===== config.mk =====
export PLATFORM = sky130hd
export DESIGN_NAME = argmax_sequencer_flat
export DESIGN_NICKNAME = d
export VERILOG_FILES = /design/src/rtl/argmax_sequencer_if.sv /design/src/rtl/argmax_sequencer.sv /design/src/flat_wrapper.sv
export SDC_FILE = /design/constraint.sdc
export NUM_CORES = 1
export LEC_CHECK = 0
export CELL_PAD_IN_SITES_DETAIL_PLACEMENT = 1
export CELL_PAD_IN_SITES_GLOBAL_PLACEMENT = 1
export CORE_MARGIN = 2
export CORE_UTILIZATION = 38
export CTS_BUF_LIST = sky130_fd_sc_hd__clkbuf_4 sky130_fd_sc_hd__clkbuf_8
export CTS_CLUSTER_DIAMETER = 150
export DETAILED_ROUTE_END_ITERATION = 7
export PLACE_DENSITY = 0.92
export SLEW_MARGIN = 25
export SYNTH_ARGS = -nofsm -noshare
export SYNTH_HDL_FRONTEND = slang
export SYNTH_SLANG_ARGS = --single-unit

===== constraint.sdc =====
create_clock -name clk -period 5.81 [get_ports clk]
set_input_delay 0.581 -clock clk [delete_from_list [all_inputs] [get_ports clk]]
set_output_delay 0.581 -clock clk [all_outputs]
set_load 0.01 [all_outputs]

===== src/rtl/argmax_sequencer_if.sv =====
// Bus bundle between the argmax sequencer, the result buffer and the 4-lane argmax comparator.
interface argmax_sequencer_if #(
  parameter int unsigned DATA_W = 16,
  parameter int unsigned ADDR_W = 6
);
  logic                  start;
  logic                  abort;
  logic [ADDR_W-1:0]     cfg_groups;
  logic                  busy;
  logic                  done;
  logic                  rd_en;
  logic [ADDR_W-1:0]     rd_addr;
  logic [4*DATA_W-1:0]   rd_data;
  logic                  cmp_enable;
  logic                  cmp_trig;
  logic                  cmp_reset;
  logic [DATA_W-1:0]     cmp_in1;
  logic [DATA_W-1:0]     cmp_in2;
  logic [DATA_W-1:0]     cmp_in3;
  logic [DATA_W-1:0]     cmp_in4;
  logic [7:0]            cmp_index;
  logic [7:0]            cmp_largest_8bit;
  logic [7:0]            result_index;
  logic [7:0]            result_value;
  logic                  result_valid;
  logic [15:0]           perf_cycles;

  // Sequencer side
  modport master (
    input  start, abort, cfg_groups, rd_data, cmp_index, cmp_largest_8bit,
    output busy, done, rd_en, rd_addr, cmp_enable, cmp_trig, cmp_reset,
    output cmp_in1, cmp_in2, cmp_in3, cmp_in4,
    output result_index, result_value, result_valid, perf_cycles
  );

  // Environment side (controller, buffer, comparator)
  modport slave (
    output start, abort, cfg_groups, rd_data, cmp_index, cmp_largest_8bit,
    input  busy, done, rd_en, rd_addr, cmp_enable, cmp_trig, cmp_reset,
    input  cmp_in1, cmp_in2, cmp_in3, cmp_in4,
    input  result_index, result_value, result_valid, perf_cycles
  );
endinterface


===== src/rtl/argmax_sequencer.sv =====
// Sequences the 4-lane argmax comparator over cfg_groups buffer words and latches the winner.
// Optional run-cycle counter on perf_cycles enabled by defining ARGMAX_PERF_EN.
module argmax_sequencer #(
  parameter int unsigned DATA_W = 16,
  parameter int unsigned ADDR_W = 6
) (
  input logic                clk,
  input logic                reset_n,
  argmax_sequencer_if.master bus
);

  localparam int unsigned LANES  = 4;
  localparam int unsigned PERF_W = 16;

  typedef enum logic [2:0] {
    S_IDLE, S_CLR, S_READ, S_LOAD, S_TRIG, S_HOLD, S_DRAIN, S_DONE
  } state_t;

  state_t              state, state_nxt;
  logic [ADDR_W-1:0]   g_q, grp_q, grp_nxt;
  logic [ADDR_W-1:0]   rd_addr_q;
  logic [DATA_W-1:0]   lane_q [LANES];
  logic [7:0]          result_index_q, result_value_q;
  logic                result_valid_q;
  logic                accept_c;
  logic                busy_q, done_q, rd_en_q, cmp_enable_q, cmp_trig_q, cmp_reset_q;
  logic                busy_nxt, done_nxt, rd_en_nxt, cmp_enable_nxt, cmp_trig_nxt, cmp_reset_nxt;

  assign accept_c = (state == S_IDLE) && bus.start;

  // State register
  always_ff @(posedge clk or negedge reset_n) begin
    if (!reset_n) state <= S_IDLE;
    else          state <= state_nxt;
  end

  // Next state and group counter; abort overrides everything outside IDLE
  always_comb begin
    state_nxt = state;
    grp_nxt   = grp_q;
    case (state)
      S_IDLE: begin
        if (bus.start) begin
          grp_nxt   = '0;
          state_nxt = (bus.cfg_groups == '0) ? S_DONE : S_CLR;
        end
      end
      S_CLR:   state_nxt = S_READ;
      S_READ:  state_nxt = S_LOAD;
      S_LOAD:  state_nxt = S_TRIG;
      S_TRIG:  state_nxt = S_HOLD;
      S_HOLD: begin
        if (grp_q == g_q - ADDR_W'(1)) begin
          state_nxt = S_DRAIN;
        end else begin
          grp_nxt   = grp_q + ADDR_W'(1);
          state_nxt = S_READ;
        end
      end
      S_DRAIN: state_nxt = S_DONE;
      S_DONE:  state_nxt = S_IDLE;
      default: state_nxt = S_IDLE;
    endcase
    if (bus.abort && (state != S_IDLE)) state_nxt = S_IDLE;
  end

  // Control outputs decoded from the upcoming state so the registers line up with it
  always_comb begin
    busy_nxt       = 1'b0;
    done_nxt       = 1'b0;
    rd_en_nxt      = 1'b0;
    cmp_enable_nxt = 1'b0;
    cmp_trig_nxt   = 1'b0;
    cmp_reset_nxt  = 1'b0;
    case (state_nxt)
      S_CLR:   begin busy_nxt = 1'b1; cmp_enable_nxt = 1'b1; cmp_reset_nxt = 1'b1; end
      S_READ:  begin busy_nxt = 1'b1; cmp_enable_nxt = 1'b1; rd_en_nxt     = 1'b1; end
      S_LOAD:  begin busy_nxt = 1'b1; cmp_enable_nxt = 1'b1; end
      S_TRIG:  begin busy_nxt = 1'b1; cmp_enable_nxt = 1'b1; cmp_trig_nxt  = 1'b1; end
      S_HOLD:  begin busy_nxt = 1'b1; cmp_enable_nxt = 1'b1; end
      S_DRAIN: begin busy_nxt = 1'b1; cmp_enable_nxt = 1'b1; end
      S_DONE:  begin busy_nxt = 1'b1; done_nxt       = 1'b1; end
      default: ;
    endcase
  end

  always_ff @(posedge clk or negedge reset_n) begin
    if (!reset_n) begin
      busy_q       <= 1'b0;
      done_q       <= 1'b0;
      rd_en_q      <= 1'b0;
      cmp_enable_q <= 1'b0;
      cmp_trig_q   <= 1'b0;
      cmp_reset_q  <= 1'b0;
    end else begin
      busy_q       <= busy_nxt;
      done_q       <= done_nxt;
      rd_en_q      <= rd_en_nxt;
      cmp_enable_q <= cmp_enable_nxt;
      cmp_trig_q   <= cmp_trig_nxt;
      cmp_reset_q  <= cmp_reset_nxt;
    end
  end

  // Datapath: group bookkeeping, lane capture and result latching
  always_ff @(posedge clk or negedge reset_n) begin
    if (!reset_n) begin
      g_q            <= '0;
      grp_q          <= '0;
      rd_addr_q      <= '0;
      result_index_q <= '0;
      result_value_q <= '0;
      result_valid_q <= 1'b0;
      for (int k = 0; k < LANES; k++) lane_q[k] <= '0;
    end else begin
      grp_q <= grp_nxt;
      if (accept_c) g_q <= bus.cfg_groups;
      if (state_nxt == S_READ) rd_addr_q <= grp_nxt;
      if ((state == S_LOAD) && (state_nxt == S_TRIG)) begin
        for (int k = 0; k < LANES; k++) lane_q[k] <= bus.rd_data[DATA_W*k +: DATA_W];
      end
      if (state_nxt == S_CLR)       result_valid_q <= 1'b0;
      else if (state_nxt == S_DONE) result_valid_q <= 1'b1;
      if ((state == S_DRAIN) && (state_nxt == S_DONE)) begin
        result_index_q <= bus.cmp_index;
        result_value_q <= bus.cmp_largest_8bit;
      end else if (accept_c && (bus.cfg_groups == '0)) begin
        result_index_q <= '0;
        result_value_q <= '0;
      end
    end
  end

`ifdef ARGMAX_PERF_EN
  logic [PERF_W-1:0] perf_cnt_q, perf_cnt_nxt, perf_q;

  // The accepting edge already counts the first busy cycle; saturates at all-ones
  always_comb begin
    perf_cnt_nxt = perf_cnt_q;
    if (accept_c) begin
      perf_cnt_nxt = PERF_W'(1);
    end else if ((state != S_IDLE) && (perf_cnt_q != {PERF_W{1'b1}})) begin
      perf_cnt_nxt = perf_cnt_q + PERF_W'(1);
    end
  end

  always_ff @(posedge clk or negedge reset_n) begin
    if (!reset_n) begin
      perf_cnt_q <= '0;
      perf_q     <= '0;
    end else begin
      perf_cnt_q <= perf_cnt_nxt;
      if (state_nxt == S_DONE) perf_q <= perf_cnt_nxt;
    end
  end

  assign bus.perf_cycles = perf_q;
`else
  assign bus.perf_cycles = PERF_W'(0);
`endif

  assign bus.busy         = busy_q;
  assign bus.done         = done_q;
  assign bus.rd_en        = rd_en_q;
  assign bus.rd_addr      = rd_addr_q;
  assign bus.cmp_enable   = cmp_enable_q;
  assign bus.cmp_trig     = cmp_trig_q;
  assign bus.cmp_reset    = cmp_reset_q;
  assign bus.cmp_in1      = lane_q[0];
  assign bus.cmp_in2      = lane_q[1];
  assign bus.cmp_in3      = lane_q[2];
  assign bus.cmp_in4      = lane_q[3];
  assign bus.result_index = result_index_q;
  assign bus.result_value = result_value_q;
  assign bus.result_valid = result_valid_q;

endmodule

===== src/flat_wrapper.sv =====
// flat-port wrapper written by rule: the top's interface ports become plain ports
module argmax_sequencer_flat 
#(
  parameter int unsigned DATA_W = 16,
  parameter int unsigned ADDR_W = 6
)
  (clk, reset_n, bus_start, bus_abort, bus_cfg_groups, bus_rd_data, bus_cmp_index, bus_cmp_largest_8bit, bus_busy, bus_done, bus_rd_en, bus_rd_addr, bus_cmp_enable, bus_cmp_trig, bus_cmp_reset, bus_cmp_in1, bus_cmp_in2, bus_cmp_in3, bus_cmp_in4, bus_result_index, bus_result_value, bus_result_valid, bus_perf_cycles);
  argmax_sequencer_if #(.DATA_W(DATA_W), .ADDR_W(ADDR_W)) bus_i ();
  input logic clk;
  input logic reset_n;
  input wire logic [$bits(bus_i.start)-1:0] bus_start;
  input wire logic [$bits(bus_i.abort)-1:0] bus_abort;
  input wire logic [$bits(bus_i.cfg_groups)-1:0] bus_cfg_groups;
  input wire logic [$bits(bus_i.rd_data)-1:0] bus_rd_data;
  input wire logic [$bits(bus_i.cmp_index)-1:0] bus_cmp_index;
  input wire logic [$bits(bus_i.cmp_largest_8bit)-1:0] bus_cmp_largest_8bit;
  output wire logic [$bits(bus_i.busy)-1:0] bus_busy;
  output wire logic [$bits(bus_i.done)-1:0] bus_done;
  output wire logic [$bits(bus_i.rd_en)-1:0] bus_rd_en;
  output wire logic [$bits(bus_i.rd_addr)-1:0] bus_rd_addr;
  output wire logic [$bits(bus_i.cmp_enable)-1:0] bus_cmp_enable;
  output wire logic [$bits(bus_i.cmp_trig)-1:0] bus_cmp_trig;
  output wire logic [$bits(bus_i.cmp_reset)-1:0] bus_cmp_reset;
  output wire logic [$bits(bus_i.cmp_in1)-1:0] bus_cmp_in1;
  output wire logic [$bits(bus_i.cmp_in2)-1:0] bus_cmp_in2;
  output wire logic [$bits(bus_i.cmp_in3)-1:0] bus_cmp_in3;
  output wire logic [$bits(bus_i.cmp_in4)-1:0] bus_cmp_in4;
  output wire logic [$bits(bus_i.result_index)-1:0] bus_result_index;
  output wire logic [$bits(bus_i.result_value)-1:0] bus_result_value;
  output wire logic [$bits(bus_i.result_valid)-1:0] bus_result_valid;
  output wire logic [$bits(bus_i.perf_cycles)-1:0] bus_perf_cycles;
  assign bus_i.start = bus_start;
  assign bus_i.abort = bus_abort;
  assign bus_i.cfg_groups = bus_cfg_groups;
  assign bus_i.rd_data = bus_rd_data;
  assign bus_i.cmp_index = bus_cmp_index;
  assign bus_i.cmp_largest_8bit = bus_cmp_largest_8bit;
  assign bus_busy = bus_i.busy;
  assign bus_done = bus_i.done;
  assign bus_rd_en = bus_i.rd_en;
  assign bus_rd_addr = bus_i.rd_addr;
  assign bus_cmp_enable = bus_i.cmp_enable;
  assign bus_cmp_trig = bus_i.cmp_trig;
  assign bus_cmp_reset = bus_i.cmp_reset;
  assign bus_cmp_in1 = bus_i.cmp_in1;
  assign bus_cmp_in2 = bus_i.cmp_in2;
  assign bus_cmp_in3 = bus_i.cmp_in3;
  assign bus_cmp_in4 = bus_i.cmp_in4;
  assign bus_result_index = bus_i.result_index;
  assign bus_result_value = bus_i.result_value;
  assign bus_result_valid = bus_i.result_valid;
  assign bus_perf_cycles = bus_i.perf_cycles;
  argmax_sequencer #(.DATA_W(DATA_W), .ADDR_W(ADDR_W)) u_core (.clk(clk), .reset_n(reset_n), .bus(bus_i));
endmodule

; After elaboration in Yosys (flattened, before gate mapping)
; Index checks and enable logic that the tools add are counted.
[word_totals]
ff_bits = 108
input_bits = 90
out_inout_bits = 109
word_cells = 65
[op_classes]
addsub = 2
eq_ne = 15
n_mux = 19
n_reduce_logical = 12
[ops]
columns = operator, n
row1 = "== test 3 bit, second input constant", 8
row2 = two-way mux 8 bit, 3
row3 = one-hot mux 3 bit (8 select lines), 1
row4 = "== test 3 x 2 -> 1 bit, second input constant", 4
row5 = two-way mux 3 bit, 4
row6 = two-way mux 6 bit, 2
row7 = one-hot mux 6 bit (2 select lines), 1
row8 = two-way mux 1 bit, 8
row9 = OR reduction 7 bit, 1
row10 = "adder 6 x 1 -> 6 bit, second input constant", 1
row11 = "== test 3 x 1 -> 1 bit, second input constant", 2
row12 = == test 6 bit, 1
row13 = zero test 6 bit, 1
row14 = OR reduction 6 bit, 1
row15 = "subtractor 6 x 1 -> 6 bit, second input constant", 1
row16 = logical AND 1 bit, 5
row17 = nonzero test 2 bit, 2
row18 = zero test 3 bit, 1
row19 = nonzero test 3 bit, 1

; Longest topological paths before layout
[logic_depth]
word_depth = 8
mapped_depth = 12
ltp_nobuf = 9

; Worst setup path before layout
; No wires, ideal clock.
[synth_timing]
path_type = register to register
start = reg u_core.g_q[0]
end = reg u_core.lane_q (netlist bit u_core.bus.cmp_in1[0])
setup_time_ns = 0.125
arrival_time_ns = 2.466
required_time_ns = 5.685
setup_slack_ns = 3.218
path_stages_with_launch = 10
path_buffers = 2
period_less_slack_ns = 2.592
cell_sequence = dfrtp_1 > inv_1 > ha_1 > or3_1 > a31o_2 > o41ai_4 > nand4b_1 > buf_4 > buf_6 > mux2_4
[synth_between]
elab_chain_cells = 7
[synth_lines]
columns = item, line
row1 = "start, declared", argmax_sequencer.sv:20  ; logic [ADDR_W-1:0] g_q, grp_q, grp_nxt;
row2 = "start signal, assigned", argmax_sequencer.sv:117  ; if (accept_c) g_q <= bus.cfg_groups;
row3 = subtractor 6 x 1 -> 6 bit, argmax_sequencer.sv:53  ; if (grp_q == g_q - ADDR_W'(1)) begin
row4 = == test 6 bit, argmax_sequencer.sv:53
row5 = two-way mux 3 bit, argmax_sequencer.sv:53
row6 = one-hot mux 3 bit (8 select lines), argmax_sequencer.sv:41  ; case (state)
row7 = two-way mux 3 bit, argmax_sequencer.sv:64  ; if (bus.abort && (state != S_IDLE)) state_nxt = S_IDLE;
row8 = named net u_core.state_nxt[2], argmax_sequencer.sv:19  ; state_t state, state_nxt;
row9 = == test 3 bit, argmax_sequencer.sv:119  ; if ((state == S_LOAD) && (state_nxt == S_TRIG)) begin
row10 = logical AND 1 bit, argmax_sequencer.sv:119
row11 = "end, declared", argmax_sequencer.sv:22  ; logic [DATA_W-1:0] lane_q [LANES];
; The timed path passes the listed nets, and every way through them passes these cells.
; A chain may end at the register's enable or synchronous reset.

; Worst setup path after layout
[layout_timing]
start = reg u_core.g_q[0]
end = reg u_core.lane_q (netlist bit u_core.bus.cmp_in3[2])
; Same word-level chain as after synthesis.

==> impl_metrics.yaml <==
clock_tree:
  postCtsSetupBuffers: 0
  clkTransAtPathRegs_ns: 0.10
  clockBufferDepth: 2
  root_buffer: "clkbuf_8"
  clock_latency_ns: 0.39
  ctsResizeCount: 0
  htreeDepth: 3
  cts_made_buffers: 9
  postCtsHoldBufs: 0
  cts_tree: "built"
  cts.sinks: 108
drt:
  firstDrtPassIters: 4
  first_iter_violations: 97
  ant_nets: 0
  routed_via_density: 4.75
  vias: 3347
  drt_wl_total_mm: 12.8
  drc: 0
  routedWlPerCell_um: 18.2
power_and_ir_drop:
  p_per_area_nw_per_um2: 511
  clock_power_share_pct: 13.2
  ir_drop_mv: 0.258
  p_sw_w: 0.00118
  p_int_w: 0.00238
  leakage_nw: 3.51
  power_frac_comb_pct: 49.4
  pwr-share-seq_pct: 37.3
  total_power_w: 0.00357
  sw_frac_of_total_pct: 33.2
synth:
  synth_area_leaders: "dfrtp_1 55%, mux2_4 18%, buf_4 2.6%"
  postSynth.asyncResetShare_pct: 100
  synth_top_area_cell: "dfrtp_1"
  seq_area_frac_synth_pct: 55.2
  synth_cell_types: 47
  synth_common_cells: "108 x dfrtp_1, 60 x mux2_4, 18 x and3_1"
  synthCells: 348
  syn-mean-instance-area_um2: 14.1
  synthFlopType: "dfrtp_1"
  yosysMostFrequentCell: "dfrtp_1"
  synth_edf_count: 0
  synth_area_um2: 4900
  yosysTopAreaCellShare_pct: 55.2
  yosysWarnings: 0
  ys_ff_latch: 108
sta:
  setup_viol: 0
  fmax_mhz: 318
  clock_skew_ns: 0.0118
  post-route-period-util_pct: 54.1
  worstMarginPinSlew_ns: 0.816
  period_needed_ns: 3.14
  fin_setup_tns_ns: 0
  slew_headroom_pct: 45.6
  hold_viol: 0
  rsz0062_at_grt: "false"
  hold_slack_ns: 0.178
  slew_viol_final: 0
worst_setup_path:
  critPathLaunchType: "flop"
  crit_buf_inv: 2
  crit_slowest_cell: "o41ai_4"
  crit_cells: 8
  slowest_delay_ns: 0.55
  r2r-start: "u_core.g_q[0]$_DFFE_PN0P_"
  path_max_fanout: 64
  r2r_setup_slack_ns: 2.67
  cp_top_family: "compound AO/OA/AOI/OAI gates"
  end_kind: "flop"
  required_ns: 6.09
  rr_worst_depth: 8
  arrival_ns: 3.42
  worstPathCellList: "inv_1 -> ha_1 -> or3_1 -> a31o_2 -> o41ai_4 -> nand4b_1 -> buf_6 -> mux2_1"
  timing.rr.end: "u_core.bus.cmp_in3[2]$_DFFE_PN0P_"
  critical_path_class: "flop to flop"
global_routing:
  grt_max_degree: 65
  gr-total-overflow: 0
  grt_pass1_vias: 3811
  grt_usage_pct: 19.1
  antenna_found_initial: 0
  grt_pass1_wl_mm: 20.7
die:
  io_pins: 199
  die_h_um: 118
  fp.dieW_um: 118
  start_util_pct: 38.8
  core_um2: 12600
  num_rows: 41
  dieArea_um2: 13800
cells_and_area:
  n_fill_cell: 1319
  drive_gt1_share_pct: 16.5
  multi_input_area_um2: 1990
  num_antenna_cells: 0
  regArea_um2: 2700
  area_growth_pct: 42.5
  nNetsFinal: 623
placement:
  io_buffers: 182
  gp_congestion: 0.833
  dp_hpwl_mm: 9.60
status:
  status: "finished clean"
min_path:
  min_path_type: "primary input to async pin"
run:
  max_cap_violations: 0
## power groups by stage
stage	registers, W	clock network [W]	logic (W)
floorplan	0.00143	0	0.000785
detailed placement	0.00134	0	0.00177
global placement	0.00132	0	0.00171
finish	0.00133	0.000472	0.00176
global route	0.00138	0.000515	0.00188
CTS	0.00134	0.000493	0.00179
## layout by cell type, fill, tap and decap left out, drive strengths merged, types with 5 or more instances in the layout
cell type,count
mux2i,6
and3,18
clkbuf,9
nand2,12
dfrtp,108
nor2,11
xnor2,5
mux2,76
ha,6
conb,16
a21o,16
inv,11
clkdlybuf4s50,181
## how the worst max path moves through the flow
stage                              startpoint                           endpoint  slack, ns
floorplan           u_core.g_q[0]$_DFFE_PN0P_  u_core.bus.cmp_in1[0]$_DFFE_PN0P_       3.22
global route        u_core.g_q[0]$_DFFE_PN0P_  u_core.bus.cmp_in3[3]$_DFFE_PN0P_       2.48
CTS                 u_core.state[0]$_DFF_PN0_  u_core.bus.cmp_in3[3]$_DFFE_PN0P_       2.51
detailed placement          bus_cfg_groups[1]  u_core.bus.cmp_in3[3]$_DFFE_PN0P_       2.11
finish              u_core.g_q[0]$_DFFE_PN0P_  u_core.bus.cmp_in3[2]$_DFFE_PN0P_       2.67
global placement            bus_cfg_groups[1]  u_core.bus.cmp_in3[3]$_DFFE_PN0P_       2.24
## logic make-up after synthesis
kind of cell,synth area share (%)
other,0.0766
XOR/XNOR,1.07
AO/OA/AOI/OAI,5.90
flip-flops,55.2
buffers and inverters,5.24
multiplexers,23.3
adder cells (fa/ha/maj),1.53
AND/OR/NAND/NOR,7.69
## cell type report
type / count / area share (%)
sequential: 108 / 38.7
multi-input combinational: 216 / 28.6
timing repair buffer: 184 / 26.3
tap: 172 / 3.08
clock buffer: 9 / 1.78
clock inverter: 7 / 1.06
inverter: 8 / 0.430
## per-layer routing
metal / global-route usage (%) / wire, um / up-vias
met2: 35.5 / 6960 / 109
met3: 5.14 / 646 / 15
li1: - / - / 1537
met5: 0 / 0 / -
met1: 21.2 / 5000 / 1686
met4: 6.10 / 215 / 0
## state kept, by name, summed over array words and instances, names as in the netlist, 6 cells and up
signal and count:
u_core.bus.result_value 8, u_core.grp_q 6, u_core.bus.cmp_in3 16, u_core.bus.cmp_in2 16
u_core.g_q 6, u_core.bus.cmp_in1 16, u_core.bus.rd_addr 6, u_core.bus.cmp_in4 16
u_core.bus.result_index 8
## stage by stage
stage          instances  area, um^2  util (%)  worst slack [ns]
2_1_floorplan        363        4950         -              3.22
3_3_place_gp         688        6780      53.7              2.24
3_5_place_dp         688        6780      53.7              2.11
4_1_cts              704        6970      55.3              2.51
5_1_grt              704        6980      55.3              2.48
6_report             704        6980      55.3              2.67
Power figures use the tool's default switching activity.
